$ cat config.mk
export PLATFORM = sky130hd
export DESIGN_NAME = bus_resp_regfile
export DESIGN_NICKNAME = d
export VERILOG_FILES = /design/src/rtl/bus_resp_regfile_pkg.sv /design/src/rtl/bus_resp_regbank.sv /design/src/rtl/bus_resp_regfile.sv
export SDC_FILE = /design/constraint.sdc
export NUM_CORES = 1
export LEC_CHECK = 0
export ABC_CLOCK_PERIOD_IN_PS = 4330
export CORE_ASPECT_RATIO = 0.5
export CORE_MARGIN = 4
export CORE_UTILIZATION = 54
export CTS_CLUSTER_DIAMETER = 80
export DETAILED_ROUTE_END_ITERATION = 10
export HOLD_SLACK_MARGIN = 0.02
export PLACE_DENSITY = 0.76
export SYNTH_ARGS = -nofsm -noshare
export SYNTH_HDL_FRONTEND = slang
export SYNTH_HIERARCHICAL = 1
export SYNTH_SLANG_ARGS = --single-unit
$ cat constraint.sdc
create_clock -name clk -period 4.33 [get_ports clk]
set_clock_uncertainty 0.2 [all_clocks]
set_input_delay 0.433 -clock clk [delete_from_list [all_inputs] [get_ports clk]]
set_output_delay 0.433 -clock clk [all_outputs]
set_load 0.005 [all_outputs]
$ cat src/rtl/bus_resp_regfile_pkg.sv
`default_nettype none
// ============================================================================
// Module   : bus_resp_regfile_pkg
// Purpose  : Shared definitions for the bus responder register file: FSM
//            state encodings, default bus widths and a helper that sizes the
//            register-bank index.
// Ports    : none (package)
// Revision : 1.0 - initial release
// ============================================================================
package bus_resp_regfile_pkg;

    localparam int DATA_W_DEF = 16;
    localparam int ADDR_W_DEF = 4;

    localparam logic [1:0] ST_IDLE   = 2'd0;
    localparam logic [1:0] ST_WAIT   = 2'd1;
    localparam logic [1:0] ST_ACCESS = 2'd2;
    localparam logic [1:0] ST_RESP   = 2'd3;

    // Index width for a bank of 'depth' entries; never narrower than 1 bit.
    function automatic int idx_width(input int depth);
        return (depth > 1) ? $clog2(depth) : 1;
    endfunction

endpackage
`default_nettype wire

$ cat src/rtl/bus_resp_regbank.sv
`default_nettype none
// ============================================================================
// Module   : bus_resp_regbank
// Purpose  : DEPTH x DATA_W register storage with synchronous write and a
//            registered read port. Whole bank clears on rst.
// Ports    : clk, rst      - clock, asynchronous active-high reset
//            we_i, re_i    - write / read enables (mutually exclusive)
//            idx_i         - register index (caller guarantees < DEPTH)
//            wdata_i       - write data
//            rdata_o       - registered read data, holds until next read
// Revision : 1.0 - initial release
// ============================================================================
module bus_resp_regbank
    import bus_resp_regfile_pkg::*;
#(
    parameter int DATA_W = DATA_W_DEF,
    parameter int DEPTH  = 8,
    parameter int IDX_W  = idx_width(DEPTH)
) (
    input  logic              clk,
    input  logic              rst,
    input  logic              we_i,
    input  logic              re_i,
    input  logic [IDX_W-1:0]  idx_i,
    input  logic [DATA_W-1:0] wdata_i,
    output logic [DATA_W-1:0] rdata_o
);

    logic [DATA_W-1:0] mem_q [DEPTH];
    logic [DATA_W-1:0] rdata_q;

    always_ff @(posedge clk or posedge rst) begin
        if (rst) begin
            for (int i = 0; i < DEPTH; i++) begin
                mem_q[i] <= '0;
            end
            rdata_q <= '0;
        end else begin
            if (we_i) begin
                mem_q[idx_i] <= wdata_i;
            end
            if (re_i) begin
                rdata_q <= mem_q[idx_i];
            end
        end
    end

    assign rdata_o = rdata_q;

endmodule
`default_nettype wire

$ cat src/rtl/bus_resp_regfile.sv
`default_nettype none
// ============================================================================
// Module   : bus_resp_regfile
// Purpose  : Bus target behind one hsel line. Accepts one read/write when
//            hsel and req are both high in IDLE, waits WAIT_STATES cycles,
//            performs a single-cycle register access and returns a one-cycle
//            ready pulse with read data or an out-of-range error flag.
// Ports    : clk, rst      - clock, asynchronous active-high reset
//            hsel_i        - target select from the initiator's decoder
//            req_i         - request strobe (sampled only in IDLE)
//            wr_i          - 1 = write, 0 = read (sampled with req)
//            addr_i        - register index (sampled with req)
//            wdata_i       - write data (sampled with req)
//            rdata_o       - registered read data
//            ready_o       - single-cycle completion pulse
//            err_o         - out-of-range flag, valid only with ready_o
//            busy_o        - high from acceptance until ready
// Revision : 1.0 - initial release
// ============================================================================
module bus_resp_regfile
    import bus_resp_regfile_pkg::*;
#(
    parameter int DATA_W      = DATA_W_DEF,
    parameter int ADDR_W      = ADDR_W_DEF,
    parameter int DEPTH       = 8,
    parameter int WAIT_STATES = 2
) (
    input  logic              clk,
    input  logic              rst,
    input  logic              hsel_i,
    input  logic              req_i,
    input  logic              wr_i,
    input  logic [ADDR_W-1:0] addr_i,
    input  logic [DATA_W-1:0] wdata_i,
    output logic [DATA_W-1:0] rdata_o,
    output logic              ready_o,
    output logic              err_o,
    output logic              busy_o
);

    localparam int IDX_W = idx_width(DEPTH);
    localparam int CNT_W = (WAIT_STATES > 1) ? $clog2(WAIT_STATES) : 1;
    localparam logic [CNT_W-1:0]  CNT_LOAD  = CNT_W'((WAIT_STATES > 0) ? WAIT_STATES - 1 : 0);
    // One extra bit so DEPTH == 2**ADDR_W is representable.
    localparam logic [ADDR_W:0]   DEPTH_LIM = (ADDR_W + 1)'(DEPTH);

    logic [1:0]        state_q, state_d;
    logic [CNT_W-1:0]  cnt_q,   cnt_d;
    logic [ADDR_W-1:0] addr_q,  addr_d;
    logic              wr_q,    wr_d;
    logic [DATA_W-1:0] wdata_q, wdata_d;
    logic              busy_q,  busy_d;
    logic              ready_q, ready_d;
    logic              err_q,   err_d;

    logic in_range;
    logic bank_we;
    logic bank_re;

    assign in_range = ({1'b0, addr_q} < DEPTH_LIM);
    assign bank_we  = (state_q == ST_ACCESS) &&  wr_q && in_range;
    assign bank_re  = (state_q == ST_ACCESS) && !wr_q && in_range;

    always_comb begin
        state_d = state_q;
        cnt_d   = cnt_q;
        addr_d  = addr_q;
        wr_d    = wr_q;
        wdata_d = wdata_q;
        busy_d  = busy_q;
        ready_d = 1'b0;
        err_d   = 1'b0;
        case (state_q)
            ST_IDLE: begin
                if (hsel_i && req_i) begin
                    addr_d  = addr_i;
                    wr_d    = wr_i;
                    wdata_d = wdata_i;
                    busy_d  = 1'b1;
                    cnt_d   = CNT_LOAD;
                    state_d = (WAIT_STATES > 0) ? ST_WAIT : ST_ACCESS;
                end
            end
            ST_WAIT: begin
                if (cnt_q == '0) begin
                    state_d = ST_ACCESS;
                end else begin
                    cnt_d = cnt_q - CNT_W'(1);
                end
            end
            ST_ACCESS: begin
                // Completion is registered here so ready/err appear in RESP,
                // and busy drops on the very same edge.
                ready_d = 1'b1;
                err_d   = !in_range;
                busy_d  = 1'b0;
                state_d = ST_RESP;
            end
            ST_RESP: begin
                state_d = ST_IDLE;
            end
            default: begin
                state_d = ST_IDLE;
            end
        endcase
    end

    always_ff @(posedge clk or posedge rst) begin
        if (rst) begin
            state_q <= ST_IDLE;
            cnt_q   <= '0;
            addr_q  <= '0;
            wr_q    <= 1'b0;
            wdata_q <= '0;
            busy_q  <= 1'b0;
            ready_q <= 1'b0;
            err_q   <= 1'b0;
        end else begin
            state_q <= state_d;
            cnt_q   <= cnt_d;
            addr_q  <= addr_d;
            wr_q    <= wr_d;
            wdata_q <= wdata_d;
            busy_q  <= busy_d;
            ready_q <= ready_d;
            err_q   <= err_d;
        end
    end

    bus_resp_regbank #(
        .DATA_W (DATA_W),
        .DEPTH  (DEPTH),
        .IDX_W  (IDX_W)
    ) u_bank (
        .clk     (clk),
        .rst     (rst),
        .we_i    (bank_we),
        .re_i    (bank_re),
        .idx_i   (addr_q[IDX_W-1:0]),
        .wdata_i (wdata_q),
        .rdata_o (rdata_o)
    );

    assign ready_o = ready_q;
    assign err_o   = err_q;
    assign busy_o  = busy_q;

endmodule
`default_nettype wire
Word-level counts from Yosys, hierarchy flattened:

Cells that the tools add are included.

* memories: 0
* output and inout port bits: 19
* memory bits (read-only): 0
* bits in latches: 0
* bits in registers: 171
* input port bits: 25
* logic and storage cells: 57
* bits in writable memories: 0

* $lt $le $gt $ge: 3
* div/mod/pow operators: 0
* $add $sub $neg: 1
* multiplexer cells: 15
* bitwise gates (word level): 1
* shift-type cells: 0
* equal/unequal tests: 5
* reduce and logical (&&, ||, !) cells: 15
* multipliers: 0

Operators with widths (count)
* $bwmux 128: 1
* $bmux 16 s3: 1
* $demux 16 s3: 1
* $mux 16: 3
* $pmux 2 s4: 1
* $reduce_and 2->1: 4
* $logic_and 1x1->1: 6
* $eq 2x2->1 const B: 2
* $ge 4x4->1 const B: 1
* $lt 4x1->1 const B: 1
* $lt 4x4->1 const B: 1
* $mux 1: 4
* $mux 2: 2
* $ne 2x2->1 const B: 2
* $not 3->4: 1
* $pmux 1 s2: 2
* $reduce_bool 2->1: 2
* $eq 2x1->1 const B: 1
* $logic_not 1->1: 2
* $logic_not 2->1: 1
* $sub 1x1->1 const B: 1

Logic depth before layout (Yosys ltp):

* word-level depth: 6
* depth in mapped cells: 9
* gate-level depth less buffers: 7

Modules after synthesis:

Netlist, hierarchy kept.

By module, submodules not included
* bus_resp_regbank: instances 1, cells each 443, area each 6493.7 um^2, sequential area each 3603.5 um^2
* bus_resp_regfile: instances 1, cells each 75, area each 1202.4 um^2, sequential area each 675.6 um^2

Least setup slack after synthesis:

Ideal clock, no wire load.

* path type: reg-to-reg
* start: register state_q[0]
* end: register u_bank/mem_q[32] in the netlist's numbering
* path slack: 1970 ps
* period minus slack after synthesis: 2360 ps
* data arrival time: 2035 ps
* data required time: 4005 ps
* setup time: 125 ps
* buffers on the path: 2
* cell stages (with the launch flop): 10
* cells stage by stage: dfrtp_1 inv_1 ha_1 inv_1 nor3b_1 nand2_1 or2_1 buf_6 buf_6 mux2_4

* longest elaborated chain between the ends: 3

RTL lines
* from (decl): line bus_resp_regfile.sv:47 `logic [1:0] state_q, state_d;`
* from (signal assigned): line bus_resp_regfile.sv:119 `state_q <= state_d;`
* $eq 2x2->1: line bus_resp_regfile.sv:61 `assign bank_we = (state_q == ST_ACCESS) && wr_q && in_range;`
* $logic_and 1x1->1 (2 in a row): line bus_resp_regfile.sv:61
* named net bank_we: line bus_resp_regfile.sv:57 `logic bank_we;`
* to (signal, indexed assignment): line bus_resp_regbank.sv:40 `mem_q[idx_i] <= wdata_i;`
* to (decl): line bus_resp_regbank.sv:29 `logic [DATA_W-1:0] mem_q [DEPTH];`

The timed path passes the listed nets, and every way through them passes these cells.
A chain may end at the register's enable or synchronous reset.

Worst setup path after layout:

* start: register state_q[0]
* end: register u_bank/mem_q[80] in the netlist's numbering

Same word-level chain as after synthesis.

==> results by stage <==
Run status:
- The flow ran to the end, and the final reports show no timing, DRC or antenna violations.

Clock network:
- CTS placed an instance of sky130_fd_sc_hd__clkbuf_16 at the clock tree root.
- The post-CTS setup-driven buffer insertion count is 0.
- The post-cts repair resize count is 0.
- TritonCTS built the clock tree.
- In this run the number of H-tree levels came out at 4.
- Counting every sink on the clock net gives between 150 and 200.
- Counting along the longest clock path gives a buffer depth of 2.
- The clock latency on the worst-skew pair is between 400 and 500 ps.
- The hold-fix buffer count after cts is 0.
- Clock tree synthesis inserted a total of 17 buffers.
- After clock tree synthesis, the clock-pin slew on the worst setup and hold paths is 60 ps.

Timing:
- Setup repair after global routing left no endpoint under its margin.
- Setup violations remaining at the end of the flow were counted as 0.
- The achievable clock frequency is about 330 MHz.
- Of the available clock period, the critical path in the final layout requires just under 70%.
- Subtracting the final worst setup slack from the clock period gives between 2000 and 3000 ps.
- The final hold violation count is 0.
- The relative slew slack is ~21%.
- The worst hold slack is approximately 300 ps.
- The setup TNS is 0 ps.
- The final count of pins violating max slew was 0.
- The slew at the pin with the worst max-slew slack is about 1200 ps.

Setup path:
- The setup check on the worst reg-to-reg path leaves a slack of about 1300 ps.
- The highest net fanout along the worst path is 16.
- By startpoint and endpoint, the worst setup path is classified as register to register.
- The endpoint class of the critical path is a register.
- The origin of the critical flop-to-flop path is state_q[0]$_DFFE_PP0P_.
- The type of element launching the critical path is a register.
- The capturing point of the worst reg2reg path is u_bank/mem_q[80]$_DFFE_PP0P_.
- The depth of the most critical reg-to-reg path is 7.
- The data arrival time of the critical path is roughly 3000 ps.
- STA puts the critical path data required time at between 4000 and 5000 ps.

Synthesis:
- Ranked by total cell area, the synthesized netlist is headed by sky130_fd_sc_hd__dfrtp_1, sky130_fd_sc_hd__mux2_2, sky130_fd_sc_hd__mux2i_1, sky130_fd_sc_hd__mux2_4, sky130_fd_sc_hd__o22a_1.
- Yosys mapped a number of flops with a built-in enable equal to 0.
- After technology mapping, the gate count stands at between 500 and 600.
- Counting instances in the post-synthesis netlist gives the leading cell types as sky130_fd_sc_hd__dfrtp_1, sky130_fd_sc_hd__mux2_2, sky130_fd_sc_hd__mux2i_1.
- The post-synthesis async set-or-reset flop share is 100%.
- The fraction of synthesized cell area taken by the top area cell type is a little under three fifths.
- Dividing the synthesized area by the synthesized cell count gives 14.9 um^2.
- After synthesis the cells add up to approximately 7700 um^2.
- The sequential area share after synthesis is ~56%.
- Of all cell types, the one taking the most synthesized area is sky130_fd_sc_hd__dfrtp_1.
- The distinct cell type count after synthesis is 28.
- The most frequently used cell type in the post-synthesis netlist is sky130_fd_sc_hd__dfrtp_1.
- Synthesis produced a netlist with a net count of approximately 550.
- During synthesis, Yosys emitted a total of 6 warnings.
- In the synthesized netlist the dominant register cell turns out to be sky130_fd_sc_hd__dfrtp_1.
- The flip-flop and latch count after synthesis is around 170.

Floorplan:
- The die covers around 16,000 um^2.
- The vertical extent of the die is 92.4 um.
- For this configuration, the core starts out at a cell density of a little under three fifths.
- The width of the die is around 180 um.
- After floorplanning, the core was divided into 30 placement rows.
- After floorplanning, the core was sized to cover roughly 14,000 um^2.
- During I/O placement, the number of pins put on the boundary was between 40 and 50.

Pwr:
- The total leakage power is around 4.2 nW.
- The worst supply voltage drop on vdd is about 360 uV.
- The power density relative to cell area is between 600 and 700 nW/um^2.

Detailed routing:
- The post-detailed-route wirelength per cell is approximately 20 um.
- The routed design has 15,400 um of wire.
- The initial detailed-routing violation count is roughly 270.
- After detailed routing, the met2 layer carries 6980 um of wire.
- The number of nets still failing antenna checks after routing is 0.
- Wire segments on met3 add up to 641 um in the final route.
- The detailed router put a total of 7580 um of wire on met1.
- For this run, design rule violations remaining after detail routing come to 0.
- The routed layout has about 4,300 vias.
- The number of vias per cell after detailed routing is 5.61.
- The number of search-and-repair iterations in the first detailed-routing pass is 4.
- In this run the top signal layer used is met4.

GRT:
- After global routing the overflow that remains totals 0.
- Entering global routing, the biggest net connects roughly 150 pins.
- The first global-routing pass estimated 25,000 um of wire.
- The global router's overall resource usage is a little under 20%.
- The initial antenna violation count came to 0.
- The via count of the first global-routing pass is roughly 4,600.

Finish:
- The area occupied by registers is between 4000 and 5000 um^2.
- The count of nets after finishing is around 590.
- The cell area after layout is approximately 8800 um^2.
- After filler insertion, the fill cell instance count of the layout stands at 997.
- The layout overhead on the synthesized area is 14.6%.
- The area of the multi-input gates is about 3200 um^2.
- Cells with a size suffix above 1 make up around a third of the layout.
- The utilization of the core after routing is 64.2%.
- The diode insertion count for antenna repair is 0.

Min path:
- The path with the worst hold slack has its endpoint at u_bank/mem_q[21]$_DFFE_PP0P_.
- The kind of path behind the tightest hold check is register to register.
- The number of cells traversed by the worst hold path is 1.
- The worst hold path begins at u_bank/mem_q[21]$_DFFE_PP0P_.

Placed design:
- The count of port buffers added during placement is 43.
- The post-DP HPWL is 8930 um.
- At the end of routability-driven placement, the weighted congestion stood at ~0.8.
- The post-place instance area is 8220 um^2.

Flow run:
- The count of maximum capacitance violations is 0.
-- cell type report --
class / count / area share [%]
inverters: 6 / 0.298
repair buffers: 49 / 5.54
well taps: 192 / 2.72
clock inverters: 14 / 1.93
multi-input cells: 311 / 36.1
flip-flops and latches: 171 / 48.6
clock buffers: 17 / 4.83
-- metrics by stage --
| step | instances | total power, mW | setup slack, ps |
|---|---|---|---|
| floorplan | 518 | 4.05 | 1890 |
| global placement | 729 | 4.59 | 1460 |
| detailed placement | 729 | 4.66 | 1370 |
| CTS | 760 | 6.22 | 1350 |
| global route | 760 | 6.51 | 1120 |
| finish | 760 | 6.16 | 1340 |
-- power breakdown --
| group | leakage, nW | switching (mW) | internal, mW |
|---|---|---|---|
| clock | 0.282 | 0.622 | 0.907 |
| combinational | 1.65 | 0.788 | 1.10 |
| sequential | 2.24 | 0.541 | 2.21 |
-- kinds of logic (layout without fill, tap and decap cells) --
family	after synthesis	after routing	share of synthesized area, %
simple gates	37	37	2.70
fa+ha+maj	6	6	0.975
flops	171	171	55.6
mux	216	216	32.3
compound gates	52	52	5.28
buf+inv	36	86	3.11
-- routing by layer --
layer	vias up	GRT usage, %
met5	-	0
met4	0	6.76
met3	12	4.16
met2	82	29.8
met1	2211	29.0
li1	1959	-
-- how the worst max path moves through the flow --
| stage | start | to | slack [ps] | cells past startpoint |
|---|---|---|---|---|
| after CTS | state_q[0]$_DFFE_PP0P_ | u_bank/mem_q[80]$_DFFE_PP0P_ | 1350 | 7 |
| after detailed placement | state_q[0]$_DFFE_PP0P_ | u_bank/mem_q[80]$_DFFE_PP0P_ | 1370 | 7 |
| after floorplan | rst | u_bank/mem_q[0]$_DFFE_PP0P_ | 1890 | 1 |
| after global routing | state_q[0]$_DFFE_PP0P_ | u_bank/mem_q[80]$_DFFE_PP0P_ | 1120 | 7 |
| final | state_q[0]$_DFFE_PP0P_ | u_bank/mem_q[80]$_DFFE_PP0P_ | 1340 | 7 |
| after global placement | state_q[0]$_DFFE_PP0P_ | u_bank/mem_q[87]$_DFFE_PP0P_ | 1460 | 7 |
-- layout by cell type, fill, tap and decap left out, types with 4 or more instances in the layout --
cell                              count
sky130_fd_sc_hd__mux2i_1             66
sky130_fd_sc_hd__dfrtp_1            170
sky130_fd_sc_hd__buf_4                5
sky130_fd_sc_hd__nor2_1              17
sky130_fd_sc_hd__clkbuf_16           17
sky130_fd_sc_hd__mux2_2             113
sky130_fd_sc_hd__a31oi_1             16
sky130_fd_sc_hd__clkinvlp_4           5
sky130_fd_sc_hd__clkdlybuf4s50_1     43
sky130_fd_sc_hd__ha_1                 6
sky130_fd_sc_hd__o22a_1              32
sky130_fd_sc_hd__or2_1                4
sky130_fd_sc_hd__mux2_4              37
sky130_fd_sc_hd__inv_1                5
-- critical path: stages, from the launching register on --
cell and delay (ps):
sky130_fd_sc_hd__dfrtp_1 400, sky130_fd_sc_hd__inv_1 140, sky130_fd_sc_hd__ha_1 200, sky130_fd_sc_hd__inv_1 50, sky130_fd_sc_hd__nor3b_1 430, sky130_fd_sc_hd__nand2b_2 190
sky130_fd_sc_hd__nor2_2 820, sky130_fd_sc_hd__mux2_2 420
-- state kept, by name (all words and copies together), names as in the netlist --
| register | count |
|---|---|
| ready_o | 1 |
| state_q | 2 |
| u_bank/rdata_o | 16 |
| wdata_q | 16 |
| wr_q | 1 |
| busy_o | 1 |
| err_o | 1 |
| cnt_q | 1 |
| addr_q | 4 |
| u_bank/mem_q | 128 |
Note: power is estimated with default switching activity, not from simulation.
